`src/rtl/cordic_pkg.sv`:
```
// Shared CORDIC types: final-stage register, function code, and the 18-bit
// result-bus float format with the post-processing pipeline register.
package cordic_pkg;

    typedef logic [4:0] func5_t;

    typedef enum logic {
        ROTATION  = 1'b0,
        VECTORING = 1'b1
    } cordic_mode_e;

    // Contents of the last CORDIC iteration stage; coordinates are s12.4.
    typedef struct packed {
        logic         valid;
        func5_t       func;
        cordic_mode_e mode;
        logic [16:0]  x;
        logic [16:0]  y;
        logic [16:0]  z;
        logic [6:0]   fp_exponent;
        logic         fp_sign;
        logic         override;
        logic [17:0]  override_val;
    } cordic_reg;

    typedef struct packed {
        logic       sign;
        logic [6:0] exp;
        logic [9:0] mant;
    } fp18_t;

    localparam logic [6:0] FP_BIAS    = 7'd63;
    localparam logic [6:0] FP_EXP_INF = 7'h7F;

    typedef struct packed {
        logic               valid;
        func5_t             func;
        logic               sign;
        logic               zero;
        logic [16:0]        mag;
        logic [4:0]         lop;
        logic signed [8:0]  exp;
        logic               override;
        logic [17:0]        override_val;
    } cordic_post_s1;

    function automatic logic [16:0] abs17(input logic [16:0] v);
        // -4096.0 wraps to 0x10000, which is the correct unsigned magnitude.
        return v[16] ? (17'd0 - v) : v;
    endfunction

endpackage

```
`src/rtl/cordic_postproc_lod17.sv`:
```
// Leading-one detector for a 17-bit magnitude: bit index of the MSB set,
// plus a flag for an all-zero input.
module lod17 (
    input  logic [16:0] i_val,
    output logic [4:0]  o_pos,
    output logic        o_zero
);

    // Scan upward so the highest set bit is the last one written.
    always_comb begin
        o_pos = 5'd0;
        for (int i = 0; i < 17; i++) begin
            if (i_val[i]) begin
                o_pos = 5'(i);
            end else begin
                o_pos = o_pos;
            end
        end
    end

    assign o_zero = ~|i_val;

endmodule

```
`src/rtl/cordic_postproc.sv`:
```
// CORDIC output stage: selects the result coordinate and packs it into the
// 18-bit result-bus float through a two-stage valid/ready pipeline.
module cordic_postproc
    import cordic_pkg::*;
(
    input  logic        clk,
    input  logic        rst,
    input  cordic_reg   in_reg,
    output logic        in_ready,
    output logic        out_valid,
    input  logic        out_ready,
    output logic [17:0] out_data,
    output func5_t      out_func
);

    logic          w_adv1;
    logic          w_adv2;
    logic [16:0]   w_sel;
    logic [16:0]   w_mag;
    logic [4:0]    w_lop;
    logic          w_zero;
    cordic_post_s1 w_s1_next;
    cordic_post_s1 r_s1;

    logic              r_out_valid;
    logic [17:0]       r_out_data;
    func5_t            r_out_func;

    logic [4:0]        w_shamt;
    logic [16:0]       w_norm;
    logic [9:0]        w_mant_t;
    logic              w_guard;
    logic              w_sticky;
    logic              w_round_up;
    logic [10:0]       w_mant_sum;
    logic [9:0]        w_mant;
    logic signed [8:0] w_exp_r;
    fp18_t             w_pack;

    logic [16:0]       w_unused_x;
    logic              w_unused_lead;

    assign w_unused_x    = in_reg.x;
    assign w_unused_lead = w_norm[16];

    // in_ready depends only on pipeline occupancy and out_ready.
    assign w_adv2    = !r_out_valid || out_ready;
    assign w_adv1    = !r_s1.valid || w_adv2;
    assign in_ready  = w_adv1;
    assign out_valid = r_out_valid;
    assign out_data  = r_out_data;
    assign out_func  = r_out_func;

    // Result coordinate select.
    always_comb begin
        if (in_reg.mode == VECTORING) begin
            w_sel = in_reg.z;
        end else begin
            w_sel = in_reg.y;
        end
    end

    assign w_mag = abs17(w_sel);

    lod17 u_lod17 (
        .i_val  (w_mag),
        .o_pos  (w_lop),
        .o_zero (w_zero)
    );

    // S1 next-state: sign, magnitude, leading-one position, pre-round exponent.
    always_comb begin
        w_s1_next              = '0;
        w_s1_next.valid        = in_reg.valid;
        w_s1_next.func         = in_reg.func;
        w_s1_next.sign         = w_sel[16] ^ in_reg.fp_sign;
        w_s1_next.zero         = w_zero;
        w_s1_next.mag          = w_mag;
        w_s1_next.lop          = w_lop;
        w_s1_next.exp          = $signed({2'b00, in_reg.fp_exponent})
                               + $signed({4'b0000, w_lop}) - 9'sd4;
        w_s1_next.override     = in_reg.override;
        w_s1_next.override_val = in_reg.override_val;
    end

    // S1 register; holds while S2 is stalled and full.
    always_ff @(posedge clk) begin
        if (rst) begin
            r_s1 <= '0;
        end else if (w_adv1) begin
            r_s1 <= w_s1_next;
        end
    end

    // Normalise so the leading one sits at bit 16; small values get zero fill
    // below, which also forces guard and sticky to zero.
    assign w_shamt    = 5'd16 - r_s1.lop;
    assign w_norm     = r_s1.mag << w_shamt;
    assign w_mant_t   = w_norm[15:6];
    assign w_guard    = w_norm[5];
    assign w_sticky   = |w_norm[4:0];
    assign w_round_up = w_guard & (w_sticky | w_mant_t[0]);
    assign w_mant_sum = {1'b0, w_mant_t} + {10'd0, w_round_up};
    assign w_mant     = w_mant_sum[9:0];
    assign w_exp_r    = r_s1.exp + $signed({8'd0, w_mant_sum[10]});

    // Special-case priority: override, zero, overflow, underflow, normal.
    always_comb begin
        w_pack = '0;
        if (r_s1.override) begin
            w_pack = fp18_t'(r_s1.override_val);
        end else if (r_s1.zero) begin
            w_pack.sign = r_s1.sign;
        end else if (w_exp_r >= 9'sd127) begin
            w_pack.sign = r_s1.sign;
            w_pack.exp  = FP_EXP_INF;
        end else if (w_exp_r <= 9'sd0) begin
            w_pack.sign = r_s1.sign;
        end else begin
            w_pack.sign = r_s1.sign;
            w_pack.exp  = w_exp_r[6:0];
            w_pack.mant = w_mant;
        end
    end

    // S2 output register; data only moves when a valid result advances.
    always_ff @(posedge clk) begin
        if (rst) begin
            r_out_valid <= 1'b0;
            r_out_data  <= 18'd0;
            r_out_func  <= 5'd0;
        end else if (w_adv2) begin
            r_out_valid <= r_s1.valid;
            if (r_s1.valid) begin
                r_out_data <= w_pack;
                r_out_func <= r_s1.func;
            end
        end
    end

endmodule

```
`config.mk`:
```
export PLATFORM = sky130hd
export DESIGN_NAME = cordic_postproc
export DESIGN_NICKNAME = d
export VERILOG_FILES = /design/src/rtl/cordic_pkg.sv /design/src/rtl/cordic_postproc_lod17.sv /design/src/rtl/cordic_postproc.sv
export SDC_FILE = /design/constraint.sdc
export NUM_CORES = 1
export LEC_CHECK = 0
export CAP_MARGIN = 10
export CORE_MARGIN = 3
export CORE_UTILIZATION = 29
export CTS_CLUSTER_SIZE = 28
export DETAILED_ROUTE_END_ITERATION = 8
export GPL_ROUTABILITY_DRIVEN = 0
export RECOVER_POWER = 100
export REMOVE_ABC_BUFFERS = 1
export SYNTH_ARGS = -nofsm -noshare
export SYNTH_HDL_FRONTEND = slang
export SYNTH_SLANG_ARGS = --single-unit
```
`constraint.sdc`:
```
create_clock -name clk -period 11.9 [get_ports clk]
set_clock_uncertainty 0.05 [all_clocks]
set_input_delay 3.57 -clock clk [delete_from_list [all_inputs] [get_ports clk]]
set_output_delay 3.57 -clock clk [all_outputs]
set_load 0.02 [all_outputs]
```
==> reports/results.txt <==
The run gives 2 as the worst-case clock buffer depth. Yosys attributes the largest share of cell area to sky130_fd_sc_hd__dfxtp_1 30%, sky130_fd_sc_hd__nand2_1 8.0%, sky130_fd_sc_hd__a21oi_1 6.2%. In this run, CTS created clock tree buffers numbering 9.

The sum of net half-perimeters after detailed placement is 9670 um, and the final-stage net count is 857. The number of synthesized flops with an enable pin is 0, and the highest attainable clock frequency is 102 MHz. The clock latency on the worst-skew pair is 0.34 ns, and the maximum level of the CTS H-tree is 3. The normalized max-slew margin is -1.43. The slowest stage of the critical path is the sky130_fd_sc_hd__clkbuf_1 cell. The share of cell area taken by muxes after synthesis is 0.114. The logs give 0.133 for the global router's overall resource usage and 0.399 ns for the worst slack on hold paths. The tools report the sequential share of power as 0.383. The adder and majority cell fraction of the synthesized area was 0.0453. After detailed routing, the number of remaining DRC violations is 0. STA classifies the critical path startpoint as an input port. Summing all placed instances gives a cell area of 6490 um2. For this design the static power due to leakage is 2.67 nW. The area growth from synthesis to layout is 24.7%. At the pin with the least slew margin, the transition time is 3.65 ns. Measured along the y axis, the die boundary spans 143 um. The instance count along the most critical hold path was 2.

For the first-iteration detailed-routing DRC count, the log shows 275. Combinational family with the most area after synthesis: simple AND/OR/NAND/NOR gates. Setup slack on the worst reg-to-reg path comes out at 5.10 ns. The global route total overflow was 0; the worst endpoint required time was 12.05 ns. The logs give 118 for the number of pins exceeding their max-slew limit in the final report and 4917 for the routed via count. For this run, the slowest stage of the critical path takes 1.22 ns. Origin of the critical flop-to-flop path: r_s1[28]$_SDFFE_PP0P_. TritonCTS built the clock tree. VDD sags by at most 0.0634 mV. 0 antenna diodes ended up in the layout.

Register area share after synthesis: 0.300. The flow ran to the end, but the final reports show violations. The simple-gate share of the synthesized area is 0.239. Cell type with the highest occurrence count on the critical path: sky130_fd_sc_hd__ha_1. In this run the worst hold path is classified as reg -> reg. Setup violations remaining at the end of the flow were counted as 0. The run gives 0.372 as the utilization after layout. In this run the worst path has a maximum fanout of 34.

The worst setup path is of the in -> reg kind. The compound-gate portion of the synthesized area is 0.202. Overall die width: 143 um. The placeable core region was 18100 um2; the number of clock sinks was 81. After routing, the total negative slack on setup checks comes to 0 ns. In the synthesized netlist the dominant register cell turns out to be sky130_fd_sc_hd__dfxtp_1. Power consumption: 823 uW. The via count of the first global-routing pass was 4681. The remaining number of nets flagged by the antenna check after routing was 0; the minimum period implied by the final worst setup slack was 9.76 ns. The net load switching power is 264 uW, and the clock-pin slew reported for the worst setup and hold paths after clock tree synthesis is 0.06 ns. The logs give 0 for the number of hold-repair buffers added at the cts stage and 20300 um2 for the die footprint.

The cell sitting at the root of the clock tree is a sky130_fd_sc_hd__clkbuf_16. The most common cell in the synthesized netlist is sky130_fd_sc_hd__nand2_1. The proportion of power drawn by the clock network was 0.315. The signal on the critical path passes through dlygate4sd3_1 > clkbuf_1 > mux2i_1 > ha_1 > nor4bb_1 > o21ai_0 > or3_1 > o21ai_0 > a22oi_1 > o21bai_1 > a21oi_1 > nor2_1 > ha_1 > ha_1 > fa_1 > a21o_1 > a21o_1 > a21oi_1 > nor2_1 > or3_1 > a311oi_1. The fraction of power spent switching nets is 0.321. Port buffering added 95 buffers. Ranked by instance count, the synthesized netlist is headed by 115 x sky130_fd_sc_hd__nand2_1, 81 x sky130_fd_sc_hd__dfxtp_1, 67 x sky130_fd_sc_hd__a21oi_1, 64 x sky130_fd_sc_hd__nor2_1, 34 x sky130_fd_sc_hd__clkbuf_1.

Critical path endpoint category: a register. The finished cells cover 6750 um2. The post-synthesis cell area came out at 5410 um2. The tools report the endpoint of the most critical register-to-register path as out_data[7]$_SDFFE_PP0P_. The run gives 0.302 as the part of the power in combinational logic. The proportion of register bits with asynchronous set or reset after synthesis is 0, and the synthesized area per cell is 7.91 um2. The checks that failed: capacitance limit, slew limit. The logs give 73 for the number of distinct library cell variants in the gate-level netlist after synthesis and 0 for the final count of hold timing violations.

The via density per instance was 5.00. The number of synthesized register bits is 81. The total of max-cap violations came out at 2. The first TritonRoute pass finished after 4 iterations.

The portion of synthesized cell area occupied by the leading cell type is 0.300. Setup repair after global routing left no endpoint under its margin. The path with the worst hold slack has its endpoint at out_func[3]$_SDFFE_PP0P_. The initial core utilization is 0.298. Dividing the detail-routed wire length by the instance count gives 13.6 um. Counting cells, the worst reg-to-reg path comes to 22. The post-synthesis xor/xnor area fraction is 0.0502.

The post-synthesis instance total was 684; the quantity of gates resized following cts was 0. The internal power of the cells totals 559 uW. During synthesis, Yosys emitted a total of 0 warnings. The final period utilization was 0.820; the total length of routed wires was 13400 um.

For the number of antenna violations at the first check in global routing, the log shows 0. The origin of the worst min-delay path was out_func[3]$_SDFFE_PP0P_. The share of post-route cells with drive strength above 1 was 0.0662.

Entering global routing, the biggest net connects 83 pins. The total number of placement rows is 49, and the worst path arrival time is 9.91 ns. I/O pin count: 113. The power density normalized to cell area came out at 122 nW/um2.

For the first-pass GRT wire length, the log shows 22700 um. The largest area contributor in the netlist is sky130_fd_sc_hd__dfxtp_1. Once the clock tree was built, the setup fixing pass inserted 0 buffers.
==> layout make-up <==
cell class | instances | area [um2]
clock buffers | 10 | 239
clock inverters | 6 | 43.8
fillers | 1906 | 11400
inverters | 18 | 67.6
multi-input cells | 538 | 3500
flip-flops and latches | 81 | 1620
well taps | 229 | 287
repair buffers | 102 | 991
==> layout by cell type (no fill, tap or decap), drive strengths merged, types with 4 or more instances in the layout <==
master and n:
nand2 115, dfxtp 81, clkdlybuf4s50 69, a21oi 67, nor2 65, mux2i 34
dlygate4sd3 25, nor3 21, ha 18, xnor2 17, inv 17, a211oi 16
o21ai 16, xor2 14, nand3 14, clkbuf 12, or3 10, a22oi 9
mux4 9, a21o 8, a221oi 7, nor2b 7, nand2b 7, mux2 6
o31ai 6, buf 6, clkinv 6, and3 5, nor4 5, and2 5
nand3b 4, a311oi 4
==> critical path, delay by kind of cell <==
kind            cells  cell delay [ns]
compound gates      9             1.82
simple gates        5             1.20
fa+ha+maj           4             1.19
mux                 1             0.39
buf+inv             2             1.74
==> registers in the layout, summed over array words and instances, names as in the netlist <==
signal / cells
out_data: 18
r_s1: 57
out_func: 5
out_valid: 1
==> layer usage <==
metal,GRT usage,part of all wire,vias up
li1,-,-,2586
met2,0.207,0.42,105
met4,0.0315,0.0098,0
met5,0,0,-
met1,0.192,0.52,2216
met3,0.0228,0.042,10
==> worst max path at each step <==
| stage | from | to | slack, ns |
|---|---|---|---|
| after floorplan | out_ready | in_ready | 2.12 |
| after global placement | in_reg[78] | r_s1[26]$_SDFFE_PP0P_ | 2.95 |
| after detailed placement | in_reg[78] | r_s1[26]$_SDFFE_PP0P_ | 2.88 |
| after CTS | out_ready | in_ready | 3.15 |
| after global routing | in_reg[78] | r_s1[25]$_SDFFE_PP0P_ | 1.55 |
| final | in_reg[78] | r_s1[26]$_SDFFE_PP0P_ | 2.14 |
==> kinds of logic (layout without fill, tap and decap cells) <==
| family | count (synthesis) | after routing |
|---|---|---|
| buffers and inverters | 65 | 136 |
| adder cells (fa/ha/maj) | 19 | 19 |
| flip-flops | 81 | 81 |
| XOR/XNOR | 31 | 31 |
| multiplexers | 49 | 49 |
| AND/OR/NAND/NOR | 276 | 276 |
| AO/OA/AOI/OAI | 163 | 163 |
==> power groups by stage <==
| stage | Sequential, mW | Clock (mW) | Combinational, mW |
|---|---|---|---|
| final | 0.316 | 0.259 | 0.249 |
| after global routing | 0.320 | 0.279 | 0.278 |
| after CTS | 0.316 | 0.265 | 0.252 |
| after detailed placement | 0.322 | 0 | 0.250 |
| after global placement | 0.321 | 0 | 0.248 |
| after floorplan | 0.322 | 0 | 0.165 |
==> metrics by stage <==
stage | instances | setup slack, ns
after floorplan | 637 | 2.12
after global placement | 968 | 2.95
after detailed placement | 968 | 2.88
after CTS | 984 | 3.15
after global routing | 984 | 1.55
final | 984 | 2.14
(Power assumes the default switching activity.)
